**src/rtl/mxint8_unbroadcast_pkg.sv**
```systemverilog
// Shared constants and types for the MXINT8-to-FP32 unbroadcast decoder.
// Field widths, block size, special encodings and the FSM state type.
package mxint8_unbroadcast_pkg;

  localparam int unsigned SCALE_WIDTH          = 8;
  localparam int unsigned MXINT8_ELEMENT_WIDTH = 8;
  localparam int unsigned FLOAT32_WIDTH        = 32;
  localparam int unsigned MX_BLOCK_SIZE        = 32;
  localparam int unsigned ELEM_FRAC_BITS       = 6;
  localparam int unsigned FP32_EXP_WIDTH       = 8;
  localparam int unsigned FP32_MANT_WIDTH      = 23;

  localparam logic [SCALE_WIDTH-1:0]   NAN_SCALE       = 8'hFF;
  localparam logic [FLOAT32_WIDTH-1:0] FLOAT32_QNAN    = 32'h7FC0_0000;
  localparam logic [FLOAT32_WIDTH-1:0] FLOAT32_MAX_NEG = 32'hFF7F_FFFF;

  typedef enum logic {
    ST_IDLE = 1'b0,
    ST_EMIT = 1'b1
  } state_t;

  typedef struct packed {
    logic                       sign;
    logic [FP32_EXP_WIDTH-1:0]  exponent;
    logic [FP32_MANT_WIDTH-1:0] mantissa;
  } float32_t;

  // Index width that stays legal for a single-element block.
  function automatic int unsigned idx_width(input int unsigned n);
    return (n > 1) ? $clog2(n) : 1;
  endfunction

endpackage

```
**src/rtl/mxint8_unbroadcast_element_to_float32.sv**
```systemverilog
// Combinational decode of one MXINT8 element (1.6 fixed point) with an E8M0
// shared scale into an exact IEEE-754 single.
module mxint8_element_to_float32
  import mxint8_unbroadcast_pkg::*;
(
  input  logic [SCALE_WIDTH-1:0]          i_scale,
  input  logic [MXINT8_ELEMENT_WIDTH-1:0] i_element,
  output logic [FLOAT32_WIDTH-1:0]        o_float32
);

  logic                       w_sign;
  logic [7:0]                 w_mag;
  logic [2:0]                 w_lead;
  logic signed [9:0]          w_exp;
  logic [4:0]                 w_sub_amt;
  logic [FP32_MANT_WIDTH-1:0] w_norm_mant;
  logic [FP32_MANT_WIDTH-1:0] w_sub_mant;
  float32_t                   w_fp;

  // -128 maps to magnitude 128, which still fits in 8 unsigned bits.
  assign w_sign = i_element[7];
  assign w_mag  = w_sign ? 8'(~i_element + 8'd1) : i_element;

  always_comb begin
    w_lead = '0;
    for (int i = 0; i < 8; i++) begin
      if (w_mag[i]) w_lead = 3'(i);
    end
  end

  assign w_exp = $signed({2'b00, i_scale}) + $signed({7'b000_0000, w_lead})
               - 10'(signed'(ELEM_FRAC_BITS));

  // Leading one lands on the hidden bit; lower bits form the mantissa.
  assign w_norm_mant = 23'(31'(w_mag) << (5'd23 - 5'(w_lead)));

  // Subnormal only when scale is tiny (<= 6), so the 5-bit amount never wraps there.
  assign w_sub_amt  = 5'(i_scale) + 5'd16;
  assign w_sub_mant = 23'(32'(w_mag) << w_sub_amt);

  always_comb begin
    w_fp = '0;
    if (i_scale == NAN_SCALE) begin
      w_fp = float32_t'(FLOAT32_QNAN);
    end else if (w_mag == 8'd0) begin
      w_fp = '0;
    end else if (w_exp >= 10'sd255) begin
      w_fp = float32_t'(FLOAT32_MAX_NEG);
    end else if (w_exp >= 10'sd1) begin
      w_fp.sign     = w_sign;
      w_fp.exponent = w_exp[7:0];
      w_fp.mantissa = w_norm_mant;
    end else begin
      w_fp.sign     = w_sign;
      w_fp.exponent = '0;
      w_fp.mantissa = w_sub_mant;
    end
  end

  assign o_float32 = w_fp;

endmodule

```
**src/rtl/mxint8_unbroadcast.sv**
```systemverilog
// MXINT8 block to FP32 stream decoder: buffers one block on accept, then emits
// BLOCK_SIZE float32 words in index order with valid/ready flow control.
module mxint8_unbroadcast
  import mxint8_unbroadcast_pkg::*;
#(
  parameter  int unsigned BLOCK_SIZE = MX_BLOCK_SIZE,
  localparam int unsigned IDX_W      = idx_width(BLOCK_SIZE)
)
(
  input  logic                            i_clk,
  input  logic                            i_rst,
  input  logic                            i_valid,
  output logic                            o_ready,
  input  logic [SCALE_WIDTH-1:0]          i_scale,
  input  logic [MXINT8_ELEMENT_WIDTH-1:0] i_mxint8_elements [BLOCK_SIZE],
  output logic                            o_valid,
  input  logic                            i_ready,
  output logic [FLOAT32_WIDTH-1:0]        o_float32,
  output logic [IDX_W-1:0]                o_index,
  output logic                            o_last
);

  localparam logic [IDX_W-1:0] LAST_IDX = IDX_W'(BLOCK_SIZE - 1);

  state_t                          r_state;
  state_t                          w_state_next;
  logic [IDX_W-1:0]                r_idx;
  logic [IDX_W-1:0]                w_idx_next;
  logic [SCALE_WIDTH-1:0]          r_scale;
  logic [MXINT8_ELEMENT_WIDTH-1:0] r_elem [BLOCK_SIZE];
  logic                            w_load;
  logic                            w_last;

  assign w_last    = (r_state == ST_EMIT) && (r_idx == LAST_IDX);
  assign o_valid   = (r_state == ST_EMIT);
  assign o_last    = w_last;
  assign o_index   = r_idx;
  // Ready on the final handshake lets the next block follow with no bubble.
  assign o_ready   = (r_state == ST_IDLE) || (w_last && i_ready);

  always_ff @(posedge i_clk or posedge i_rst) begin
    if (i_rst) r_state <= ST_IDLE;
    else       r_state <= w_state_next;
  end

  always_comb begin
    w_state_next = r_state;
    w_idx_next   = r_idx;
    w_load       = 1'b0;
    case (r_state)
      ST_IDLE: begin
        if (i_valid) begin
          w_load       = 1'b1;
          w_idx_next   = '0;
          w_state_next = ST_EMIT;
        end
      end
      ST_EMIT: begin
        if (i_ready) begin
          if (r_idx == LAST_IDX) begin
            w_idx_next = '0;
            if (i_valid) w_load       = 1'b1;
            else         w_state_next = ST_IDLE;
          end else begin
            w_idx_next = r_idx + IDX_W'(1);
          end
        end
      end
      default: begin
        w_state_next = ST_IDLE;
        w_idx_next   = '0;
      end
    endcase
  end

  // Block buffer and element counter; data is sampled only on an accept.
  always_ff @(posedge i_clk or posedge i_rst) begin
    if (i_rst) begin
      r_idx   <= '0;
      r_scale <= '0;
      for (int i = 0; i < int'(BLOCK_SIZE); i++) r_elem[i] <= '0;
    end else begin
      r_idx <= w_idx_next;
      if (w_load) begin
        r_scale <= i_scale;
        r_elem  <= i_mxint8_elements;
      end
    end
  end

  mxint8_element_to_float32 u_decode (
    .i_scale   (r_scale),
    .i_element (r_elem[r_idx]),
    .o_float32 (o_float32)
  );

endmodule
```
**config.mk**
```make
export PLATFORM = sky130hd
export DESIGN_NAME = mxint8_unbroadcast
export DESIGN_NICKNAME = d
export VERILOG_FILES = /design/src/rtl/mxint8_unbroadcast_pkg.sv /design/src/rtl/mxint8_unbroadcast_element_to_float32.sv /design/src/rtl/mxint8_unbroadcast.sv
export SDC_FILE = /design/constraint.sdc
export NUM_CORES = 1
export LEC_CHECK = 0
export BUFFER_PORTS_ARGS = -buffer_cell sky130_fd_sc_hd__buf_2
export CAP_MARGIN = 30
export CORE_MARGIN = 1.5
export CORE_UTILIZATION = 45
export CTS_CLUSTER_DIAMETER = 100
export DETAILED_ROUTE_END_ITERATION = 7
export PLACE_DENSITY = 0.71
export SYNTH_ARGS = -nofsm -noshare
export SYNTH_HDL_FRONTEND = slang
export SYNTH_SLANG_ARGS = --single-unit
```
**constraint.sdc**
```tcl
create_clock -name i_clk -period 26.5 [get_ports i_clk]
set_input_delay 3.975 -clock i_clk [delete_from_list [all_inputs] [get_ports i_clk]]
set_output_delay 3.975 -clock i_clk [all_outputs]
set_load 0.005 [all_outputs]
```
==> impl_metrics.yaml, run 1 <==
grt:
  grt_pass1_wl_um: 59800
  grt-ovfl-total: 0
  antenna_found_initial: 17
  grt.met2_usage_pct: 38.4
  grt_util_met1_pct: 32.0
  grtUsageMet3_pct: 4.26
  grt_max_degree: 113
  grt_pass1_vias: 10500
  grt_use_total_pct: 23.4
  top_usage_layer: "met2"
placement:
  dp_hpwl_um: 28700
  place_area_um2: 16100
  gp_congestion: 0.856
  io_buffers: 307
timing:
  skew_ps: 24.4
  holdWs_ps: 500
  max_freq_ghz: 0.0764
  worst_pin_slew_ps: 975
  setup_viol: 0
  maxSlewViolCount: 0
  period_share_pct: 49.4
  min_period_ps: 13090
  final_hold_viol_count: 0
  relSlewSlack_pct: 34.8
  rsz0062_at_grt: "false"
  setup_tns_ps: 0
synth:
  synth-main-ff-cell: "dfrtp_1"
  synth_top_cell_by_area: "dfrtp_1"
  ys_async_sr_fraction_pct: 100
  syn-instance-count: 1121
  synthTopCellsByArea: "dfrtp_1 (48%), mux2_2 (21%), mux2i_1 (5.9%)"
  yosys_warnings: 0
  avgSynthCellArea_um2: 12.7
  synth_nets: 1397
  yosysTopAreaCellShare_pct: 47.6
  yosysSeqAreaShare_pct: 47.6
  ys_types: 74
  synth_enable_flop_cells: 0
  ys_seq_elements: 270
  syn_area_um2: 14200
run_status:
  status: "completed"
floorplan:
  io_pins: 308
  core_um2: 30800
  start_util_pct: 46.1
  rows: 64
  die_h_um: 181
  die_w_um: 181
  die_area_um2: 32600
power_and_ir_drop:
  p_per_area_nw_per_um2: 128
  ir_worst_vdd_mv: 0.106
  p_leak_nw: 8.04
cts:
  clockBufferDepth: 3
  post_cts_buffers: 0
  cts_resized: 0
  insertion_delay_ps: 570
  cts_buffers: 29
  cts_sinks: 270
  path_clk_slew_ps: 60
  cts_hold_buf: 0
  cts_tree: "yes"
  htree_levels: 1
  root_buffer: "clkbuf_16"
drt:
  wl_um: 38600
  wire_per_inst_um: 21.2
  drc: 0
  dr.pass1.iters: 4
  drt_iter0_drc: 519
  antenna_left: 0
  vias_per_cell: 5.61
  vias: 10200
setup_path:
  required_ps: 22520
  path_common_cell: "inv_1"
  slowest_delay_ps: 790
  worst_ep_arrival_time_ps: 9120
  critPathLaunchType: "flip-flop"
  worstSetupEndpointType: "primary output"
  slowest_stage: "dfrtp_4"
  crit_type: "reg2out"
  critPathMaxFanout: 32
layout:
  syn_to_final_growth_pct: 20.2
  final_area_um2: 17100
  nets: 1675
  drive_gt1_share_pct: 48.7
job:
  maxCapViolCount: 0
min_path:
  hold_path.class: "reg2reg"
[state kept, by name, summed over array words and instances, names as in the netlist]
register and flops:
r_elem 256, o_index 5, r_scale 8, o_valid 1
[final timing paths]
path	start	endpoint	slack [ps]	depth (start not counted)
worst max-delay path	o_index[1]	o_float32[14]	13410	30
max in group asynchronous	i_rst	o_index[2]	21390	3
min in group asynchronous	i_rst	r_elem[214]	3590	2
worst min register to register	r_elem[75]	r_elem[75]	500	1
worst max register to register	o_index[0]	r_elem[183]	23050	11
worst min-delay path	r_elem[75]	r_elem[75]	500	1
[cells by family after synthesis]
family,Yosys count,share of synthesized area (%)
and+or+nand+nor,202,7.01
adders and majority gates,8,0.757
muxes,395,33.9
buffers and inverters,94,2.94
xor gates and xnor gates,17,1.10
DFF,270,47.6
AOI/OAI and AO/OA,135,6.76
[layout make-up]
type,instances,area (µm²)
flip-flops and latches,270,6760
inverters,18,75.1
clock buffers,45,866
diodes,10,25.0
well taps,396,495
clock inverters,5,68.8
repair buffers,323,1740
fillers,2627,13800
multi-input cells,757,7040
[Yosys cell counts (10+ instances only)]
library cell	number
dfrtp_1	270
nand3_1	27
nand2b_1	12
buf_2	10
mux2_2	269
o21ai_0	16
nand2_1	57
mux4_2	27
inv_1	17
nand4_1	12
xnor2_1	13
a21oi_1	39
nor2_1	41
nor3_1	16
a22oi_1	17
mux2i_1	84
clkbuf_1	54
[layer usage]
layer	share of wire (%)	routed length, µm	vias to the layer above
met4	1.8	684	14
li1	-	-	4719
met2	49	18800	309
met1	44	17000	5140
met3	5.3	2040	58
met5	0.24	93	-
[critical path: cells and delay by family, from the launching register on]
kind / cells / cell delay (ps)
xor+xnor: 2 / 400
simple gates: 3 / 630
mux: 5 / 2380
compound gates: 10 / 2120
fa+ha+maj: 4 / 1170
flops: 1 / 790
buf+inv: 6 / 1060
[layout by cell type, fill, tap and decap left out, types with 5 or more instances in the layout]
cell type	synthesis	routed
o21ai_0	16	16
mux4_1	9	9
mux2_2	269	269
nand2b_1	12	12
nor2_1	41	41
ha_1	7	7
a211oi_1	9	9
nand2_1	57	56
clkbuf_8	0	8
a22oi_1	17	17
inv_1	17	16
buf_4	5	12
a31oi_1	5	5
a21oi_1	39	39
nand4_1	12	12
clkbuf_1	54	8
xnor2_1	13	13
nor3_1	16	16
mux2i_1	84	84
dfrtp_1	270	268
nand3_1	27	27
diode_2	0	10
clkbuf_16	0	29
nor2b_1	7	6
mux4_2	27	27
buf_2	10	307
and2_1	6	6
[per-stage QoR]
step	power [mW]	cells	util (%)	worst slack [ps]
after floorplan	1.42	1121	-	15090
after global placement	1.77	1760	51.9	14170
after detailed placement	1.79	1763	52.2	14050
after CTS	2.19	1813	55.2	13420
after global routing	2.34	1823	55.4	12790
final	2.19	1824	55.4	13410
[power breakdown]
| group | leakage, nW | internal, mW | switching [mW] | total [mW] |
|---|---|---|---|---|
| registers | 3.34 | 0.463 | 0.0600 | 0.523 |
| logic | 4.24 | 0.541 | 0.730 | 1.27 |
| clock network | 0.461 | 0.233 | 0.162 | 0.395 |
No activity file was read; power rests on OpenSTA's default activity.
==> inputs of run 2 (changes only) <==
--- a/config.mk
+++ b/config.mk
@@ -11,7 +11,7 @@
 export CORE_UTILIZATION = 45
 export CTS_CLUSTER_DIAMETER = 100
 export DETAILED_ROUTE_END_ITERATION = 7
-export PLACE_DENSITY = 0.71
+export PLACE_DENSITY = 0.74
 export SYNTH_ARGS = -nofsm -noshare
 export SYNTH_HDL_FRONTEND = slang
 export SYNTH_SLANG_ARGS = --single-unit
==> constraint.sdc (replaced) <==
create_clock -name i_clk -period 10.9 [get_ports i_clk]
set_input_delay 1.635 -clock i_clk [delete_from_list [all_inputs] [get_ports i_clk]]
set_output_delay 1.635 -clock i_clk [all_outputs]
set_load 0.005 [all_outputs]
==> run 2 against run 1 <==
Effect of this change:
- sequential power increased by 150%
- non-clock buffer count decreased by 1
- flip-flop and latch count unchanged
- cell area about the same
- critical path type unchanged
- critical path depth decreased by 3
- critical endpoint is now o_float32[12]
- worst setup slack got worse by 13000 ps
- largest cell class unchanged
==> impl_metrics.yaml, run 2 (synthesis results as in run 1) <==
cts:
  cts_resized: 0
  path_clk_slew_ps: 60
  root_buffer: "clkbuf_16"
  htree_levels: 1
  post_cts_buffers: 0
  cts_tree: "yes"
  cts_hold_buf: 0
  cts_buffers: 29
  cts_sinks: 270
  insertion_delay_ps: 570
  clockBufferDepth: 3
timing:
  rsz0062_at_grt: "false"
  min_period_ps: 10290
  worst_pin_slew_ps: 1110
  period_share_pct: 94.4
  setup_viol: 0
  final_hold_viol_count: 0
  relSlewSlack_pct: 26.1
  max_freq_ghz: 0.0972
  skew_ps: 17.5
  setup_tns_ps: 0
  holdWs_ps: 498
  maxSlewViolCount: 0
setup_path:
  crit_type: "reg2out"
  worst_ep_arrival_time_ps: 8650
  required_ps: 9270
  worstSetupEndpointType: "primary output"
  slowest_delay_ps: 980
  critPathMaxFanout: 46
  critical_path_buf_inv_count: 4
  critical_path.top_delay_family: "multiplexers"
  critPathLaunchType: "flip-flop"
  slowest_stage: "dfrtp_4"
layout:
  largest_register_ffs: 256
  syn_to_final_growth_pct: 20.2
  final_cells: 1820
  layout_common_cells: "buf_2 (307), mux2_2 (269), dfrtp_1 (268), mux2i_1 (84), nand2_1 (56)"
  regMostFlops: "r_elem"
  nets: 1674
  drive_gt1_share_pct: 48.9
  final_common_cell: "buf_2"
power_and_ir_drop:
  p_leak_nw: 8.04
  p_per_area_nw_per_um2: 311
  power_mw: 5.31
  ir_worst_vdd_mv: 0.244
grt:
  grt_use_total_pct: 23.0
  grt_pass1_vias: 10500
  antenna_found_initial: 18
  grt_max_degree: 179
  grt_pass1_wl_um: 59100
  grt-ovfl-total: 0
drt:
  antenna_left: 0
  dr.pass1.iters: 5
  vias: 10200
  drt_iter0_drc: 589
  wl_um: 38300
  drc: 0
  wire_per_inst_um: 21.0
  vias_per_cell: 5.60
placement:
  io_buffers: 307
  gp_congestion: 0.886
  dp_cells: 1761
  dp_hpwl_um: 28000
run_status:
  status: "completed"
floorplan:
  start_util_pct: 46.1
  io_pins: 308
  die_w_um: 181
  die_h_um: 181
  die_area_um2: 32600
  core_um2: 30800
  rows: 64
min_path:
  hold_path.class: "reg2reg"
job:
  maxCapViolCount: 0
## run 2: through the flow
stage / worst slack [ps] / cell area (µm²) / utilization [%]
4_1_cts: 559 / 17000 / 55.1
6_report: 614 / 17100 / 55.4
2_1_floorplan: 1830 / 14200 / -
3_3_place_gp: 1410 / 16000 / 51.9
5_1_grt: 108 / 17100 / 55.4
3_5_place_dp: 1200 / 16000 / 52.0
## run 2: final timing paths
path | cells past startpoint | endpoint | slack, ps | start
max | 27 | o_float32[12] | 610 | o_index[1]
min | 1 | r_elem[75] | 500 | r_elem[75]
max reg2reg | 8 | r_elem[175] | 7290 | o_index[1]
min reg2reg | 1 | r_elem[75] | 500 | r_elem[75]
max in group asynchronous | 4 | r_elem[170] | 8460 | i_rst
min in group asynchronous | 2 | r_elem[181] | 980 | i_rst
## run 2: layer usage
layer  share of wire, %  routed length, µm  GRT usage, %
met1                 43              16300          30.7
met3                7.7               2960          6.77
met4                1.9                718          5.28
met2                 47              18200          37.1
met5               0.25                 96             0
## run 2: final cells by class
cell class                      instances  area, µm²
Tap cell                              396        495
Sequential cell                       270       6760
Timing Repair Buffer                  322       1720
Clock inverter                          9        121
Antenna cell                            8       20.0
Multi-Input combinational cell        757       7040
Clock buffer                           40        837
Inverter                               18       75.1
Fill cell                            2571      13800
## run 2: where the power goes
| group | switching (mW) | internal (mW) |
|---|---|---|
| combinational | 1.71 | 1.33 |
| clock | 0.409 | 0.582 |
| sequential | 0.168 | 1.12 |
